`src/rtl/tlc_pkg.sv`:
```
// tlc_pkg: shared types for the intersection phase controller.
// Holds the phase state codes and the one-hot light encodings.
package tlc_pkg;

    typedef enum logic [2:0] {
        NS_G   = 3'd0,
        NS_Y   = 3'd1,
        ALL_R1 = 3'd2,
        EW_G   = 3'd3,
        EW_Y   = 3'd4,
        ALL_R2 = 3'd5,
        PED    = 3'd6,
        EMERG  = 3'd7
    } state_t;

    localparam logic [2:0] RED = 3'b100;
    localparam logic [2:0] YEL = 3'b010;
    localparam logic [2:0] GRN = 3'b001;

endpackage

```
`src/rtl/tlc_phase_timer.sv`:
```
// tlc_phase_timer: W-bit phase down-counter with load.
// Ports: clk, rst (async, active-high), load, load_val in;
//        expired out (count is zero). Count holds at zero.
module tlc_phase_timer #(
    parameter int             W       = 5,
    parameter logic [W-1:0]   RST_VAL = '0
) (
    input  logic         clk,
    input  logic         rst,
    input  logic         load,
    input  logic [W-1:0] load_val,
    output logic         expired
);

    localparam logic [W-1:0] ONE = {{(W-1){1'b0}}, 1'b1};

    logic [W-1:0] cnt;

    always_ff @(posedge clk or posedge rst) begin
        if (rst) begin
            cnt <= RST_VAL;
        end else if (load) begin
            cnt <= load_val;
        end else if (cnt != '0) begin
            cnt <= cnt - ONE;
        end
    end

    // The FSM derives its load from the next state, which itself
    // depends on expiry, so expiry is taken from the count alone to
    // keep that path free of a combinational loop.
    assign expired = (cnt == '0);

endmodule

```
`src/rtl/tlc_ctrl.sv`:
```
// tlc_ctrl: two-road traffic light phase controller with ped/emergency.
// Ports: clk, rst (async, active-high), ped_req, emerg in;
//        ns_light, ew_light, ped_walk, phase, cycle_done out.
module tlc_ctrl
    import tlc_pkg::*;
#(
    parameter int W      = 5,
    parameter int T_NS_G = 20,
    parameter int T_EW_G = 16,
    parameter int T_Y    = 4,
    parameter int T_AR   = 2,
    parameter int T_PED  = 10
) (
    input  logic       clk,
    input  logic       rst,
    input  logic       ped_req,
    input  logic       emerg,
    output logic [2:0] ns_light,
    output logic [2:0] ew_light,
    output logic       ped_walk,
    output logic [2:0] phase,
    output logic       cycle_done
);

    state_t       state;
    state_t       state_nxt;
    logic         ped_pend;
    logic         tmr_exp;
    logic         tmr_load;
    logic [W-1:0] tmr_val;

    function automatic logic [W-1:0] dur_m1(input state_t s);
        case (s)
            NS_G:          dur_m1 = W'(T_NS_G - 1);
            EW_G:          dur_m1 = W'(T_EW_G - 1);
            NS_Y, EW_Y:    dur_m1 = W'(T_Y - 1);
            ALL_R1, ALL_R2: dur_m1 = W'(T_AR - 1);
            PED:           dur_m1 = W'(T_PED - 1);
            default:       dur_m1 = '0;
        endcase
    endfunction

    tlc_phase_timer #(
        .W       (W),
        .RST_VAL (W'(T_AR - 1))
    ) u_timer (
        .clk      (clk),
        .rst      (rst),
        .load     (tmr_load),
        .load_val (tmr_val),
        .expired  (tmr_exp)
    );

    always_ff @(posedge clk or posedge rst) begin
        if (rst) begin
            state <= ALL_R2;
        end else begin
            state <= state_nxt;
        end
    end

    // Emergency wins over any expiry; EMERG ignores the timer.
    always_comb begin
        state_nxt = state;
        if (emerg) begin
            if (state != EMERG) state_nxt = EMERG;
        end else if (state == EMERG) begin
            state_nxt = ALL_R2;
        end else if (tmr_exp) begin
            case (state)
                NS_G:    state_nxt = NS_Y;
                NS_Y:    state_nxt = ALL_R1;
                ALL_R1:  state_nxt = EW_G;
                EW_G:    state_nxt = EW_Y;
                EW_Y:    state_nxt = ALL_R2;
                ALL_R2:  state_nxt = ped_pend ? PED : NS_G;
                PED:     state_nxt = NS_G;
                default: state_nxt = state;
            endcase
        end
    end

    assign tmr_load = (state_nxt != state);
    assign tmr_val  = dur_m1(state_nxt);

    // A request is only consumed by a PED phase that runs to the end;
    // an emergency abort leaves it pending.
    always_ff @(posedge clk or posedge rst) begin
        if (rst) begin
            ped_pend   <= 1'b0;
            cycle_done <= 1'b0;
        end else begin
            if (state == PED && tmr_exp && !emerg) begin
                ped_pend <= 1'b0;
            end else if (ped_req && state != PED) begin
                ped_pend <= 1'b1;
            end
            cycle_done <= (state == ALL_R2) && (state_nxt == NS_G);
        end
    end

    always_comb begin
        ns_light = RED;
        ew_light = RED;
        case (state)
            NS_G:    ns_light = GRN;
            NS_Y:    ns_light = YEL;
            EW_G:    ew_light = GRN;
            EW_Y:    ew_light = YEL;
            default: ;
        endcase
    end

    assign ped_walk = (state == PED);
    assign phase    = state;

endmodule

```
`config.mk`:
```
export PLATFORM = sky130hd
export DESIGN_NAME = tlc_ctrl
export DESIGN_NICKNAME = d
export VERILOG_FILES = /design/src/rtl/tlc_pkg.sv /design/src/rtl/tlc_phase_timer.sv /design/src/rtl/tlc_ctrl.sv
export SDC_FILE = /design/constraint.sdc
export NUM_CORES = 1
export LEC_CHECK = 0
export CORE_MARGIN = 10
export CORE_UTILIZATION = 33
export CTS_BUF_LIST = sky130_fd_sc_hd__clkbuf_8
export CTS_CLUSTER_SIZE = 25
export DETAILED_ROUTE_END_ITERATION = 12
export SYNTH_ARGS = -nofsm -noshare
export SYNTH_HDL_FRONTEND = slang
export SYNTH_SLANG_ARGS = --single-unit
```
`constraint.sdc`:
```
create_clock -name clk -period 2.2 [get_ports clk]
set_clock_uncertainty 0.1 [all_clocks]
set_input_delay 0.44 -clock clk [delete_from_list [all_inputs] [get_ports clk]]
set_output_delay 0.44 -clock clk [all_outputs]
set_load 0.01 [all_outputs]
```
==> flow_metrics.py <==
metrics = {
    "finish": {
        "diodes": 0,
        "nets": 111,
        "syn2layout_area_growth_pct": 39.16,
        "fillCellCount": 200,
        "multiInputGateArea_um2": 392.9,
        "seqCellArea_um2": 255.2,
        "stdcell_count": 131,
        "final_area_um2": 955.9,
        "drive_gt1_share_pct": 18.27,
    },
    "timing": {
        "grt_setup_unrepaired": "yes",
        "drv_slew": 0,
        "period_needed_ns": 2.125,
        "setup_ws_ns": 0.07506,
        "worst_slew_pin_slew_ns": 0.4099,
        "fin_crit_sh_pct": 96.59,
        "fmax_mhz": 470.6,
        "setup_tns_ns": 0,
        "hold_slack_ns": 0.3898,
        "max_slew_margin_pct": 72.64,
        "setup_viol": 0,
        "hold_viol": 0,
    },
    "setup_path": {
        "critPathCaptureType": "primary output",
        "max_stage_delay_ns": 0.56,
        "worstSetupPathType": "reg -> out",
        "cp_data_required_time_ns": 1.66,
        "cp_cell_sequence": "nand2_1 > nor2_1 > clkdlybuf4s50_1",
        "cp.arrival_ns": 1.58,
        "cp-start-kind": "flip-flop",
        "cp_num_buf_inv": 1,
        "slowest_stage": "dfstp_2",
        "worstPathMaxFanout": 5,
        "crit_family": "flip-flops",
    },
    "synth": {
        "syn_area_um2": 686.9,
        "syn_inst": 85,
        "synth_top_area_share_pct": 25.50,
        "ys_types": 32,
        "avgSynthCellArea_um2": 8.081,
        "synth_nets": 91,
        "synth_seq_cells": 10,
        "yosysTopAreaCell": "dfrtp_1",
        "synthTopCellsByArea": "dfrtp_1 (26%), dfstp_2 (11%), nor2_1 (4.9%)",
        "yosys_warnings": 0,
        "synth-seq-area-share_pct": 36.98,
    },
    "power_and_ir_drop": {
        "power.leakage_nw": 0.4432,
        "p_per_area_mw_per_mm2": 1158,
        "vdd_drop_max_mv": 0.3927,
    },
    "grt": {
        "grt_usage_pct": 9.019,
        "grt_pass1_wl_um": 3091,
        "top_usage_layer": "met2",
        "grt_pass1_vias": 681,
        "grt_overflow": 0,
        "gr-usage-met3_pct": 2.373,
        "grt_max_degree": 13,
        "grt_use_met2_pct": 13.77,
        "antenna_found_initial": 0,
        "use_met1_pct": 10.55,
    },
    "die": {
        "initial_core_util_pct": 35.01,
        "die_height_um": 65.63,
        "io_pins": 15,
        "die_w_um": 65.63,
        "die-area_mm2": 0.004307,
        "core_area_mm2": 0.001962,
        "rows": 16,
    },
    "clocking": {
        "insertion_delay_ns": 0.24,
        "cts_sinks": 10,
        "postCtsHoldBufs": 0,
        "cts-root-buf": "clkbuf_8",
        "cts_setup_buffers": 0,
        "cts_tree": "done",
        "clockBufferDepth": 2,
        "path_clk_slew_ns": 0.05,
        "cts_buffers": 3,
        "htreeDepth": 1,
    },
    "place": {
        "gp_congestion": 0.7626,
        "placed_cell_area_um2": 887.1,
        "dp_hpwl_um": 1390,
        "pre_cts_slack_ns": 0.07292,
        "placed_cells": 127,
        "io_buffers": 14,
    },
    "flow_run": {
        "drv_cap": 0,
    },
    "drt": {
        "avgRoutedWirePerCell_um": 14.16,
        "remaining_drc_errors": 0,
        "wl_um": 1855,
        "vias": 680,
        "drtIter0Drc": 21,
        "drtAntennaViolNets": 0,
        "routed_via_density": 5.191,
        "firstDrtPassIters": 4,
    },
    "run_status": {
        "status": "complete, no violations",
    },
    "worst_hold_path": {
        "hold_path.class": "in -> async",
    },
}
where the power goes:
part | total, mW | switching (mW) | internal (mW)
combinational | 0.571 | 0.310 | 0.261
clock | 0.233 | 0.0758 | 0.158
sequential | 0.303 | 0.0575 | 0.245
total | 1.11 | 0.443 | 0.664
synth_stat cells:
| library cell | instances |
|---|---|
| or3_1 | 1 |
| inv_1 | 7 |
| o22ai_1 | 1 |
| nor4b_1 | 1 |
| xnor2_1 | 2 |
| nand4b_1 | 1 |
| dfrtp_1 | 7 |
| xor2_1 | 2 |
| or4b_1 | 1 |
| a32oi_1 | 1 |
| buf_2 | 3 |
| nand2b_1 | 3 |
| nor3_1 | 5 |
| ha_1 | 2 |
| a311o_1 | 1 |
| nand3_1 | 1 |
| a31oi_1 | 2 |
| nor4_1 | 1 |
| clkbuf_1 | 3 |
| maj3_2 | 1 |
| dfstp_2 | 3 |
| o21ai_0 | 4 |
| nand2_1 | 7 |
| a211oi_1 | 2 |
| o31ai_1 | 1 |
| nor2b_1 | 2 |
| a22oi_1 | 1 |
| a211o_1 | 1 |
| and3_1 | 2 |
| o32ai_1 | 1 |
| nor2_1 | 9 |
| a21oi_1 | 6 |
final cells by class:
class / instances / share of cell area [%]
tap: 27 / 3.534
sequential: 10 / 26.70
timing repair buffer: 21 / 20.16
multi-input combinational: 62 / 41.10
inverter: 7 / 2.749
clock buffer: 4 / 5.759
metrics by stage:
stage / power [mW] / util (%)
after floorplan: 0.6743 / -
after global placement: 0.8510 / 45.22
after detailed placement: 0.8606 / 45.22
after CTS: 1.099 / 47.83
after global routing: 1.204 / 48.72
final: 1.107 / 48.72
what timing repair did:
| action | CTS | global route |
|---|---|---|
| pin swaps | 0 | 1 |
| gates resized for setup | 5 | 5 |
| setup endpoints to repair | 4 | 4 |
flip-flops by register name, summed over array words and instances (netlist names):
signal	flops
cycle_done	1
ped_pend	1
phase	3
u_timer.cnt	5
cells by family (layout without fill, tap and decap cells):
kind of cell               Yosys count  in the layout  synth area share [%]
and+or+nand+nor                     34             34                 25.32
AOI/OAI and AO/OA                   21             21                 19.67
buffers and inverters               13             32                 7.650
DFF                                 10             10                 36.98
xor gates and xnor gates             4              4                 5.101
adders and majority gates            3              3                 5.282
worst register-to-register path: stages, from the launching register on:
cell	delay [ns]
dfrtp_1	0.39
inv_1	0.08
ha_1	0.15
or4b_4	0.47
maj3_2	0.32
a211o_1	0.31
nand2_1	0.07
o32ai_1	0.06
per-layer routing:
metal,wire length [µm],up-vias
met5,0,-
met4,65,0
met3,88,6
met2,896,18
met1,805,320
li1,-,336
cells in the final DEF (no fill, tap or decap), types with 2 or more instances in the layout:
cell type        netlist  routed
nor2_1                 9       8
clkdlybuf4s50_1        0       8
inv_1                  7       7
nand2_1                7       7
buf_4                  0       7
a21oi_1                6       6
dfrtp_1                7       6
nor3_1                 5       5
o21ai_0                4       4
clkbuf_8               0       4
dlygate4sd2_1          0       4
nand2b_1               3       3
dfstp_2                3       3
and3_1                 2       2
nor2b_1                2       2
a31oi_1                2       2
a211oi_1               2       2
xor2_1                 2       2
xnor2_1                2       2
ha_1                   2       2
dlymetal6s2s_1         0       2
final timing paths:
kind	slack (ns)	end	from	cells after the start
min	0.39	cycle_done$_DFF_PP0_	rst	2
max	0.08	ped_walk	phase[2]$_DFF_PP1_	3
max in group asynchronous	1.29	phase[2]$_DFF_PP1_	rst	2
min reg2reg	0.47	ped_pend$_DFFE_PP0P_	ped_pend$_DFFE_PP0P_	2
max reg2reg	0.12	u_timer.cnt[3]$_DFFE_PP0P_	u_timer.cnt[1]$_DFFE_PP0P_	7
min in group clk	0.47	ped_pend$_DFFE_PP0P_	ped_pend$_DFFE_PP0P_	2
(Power assumes the default switching activity.)
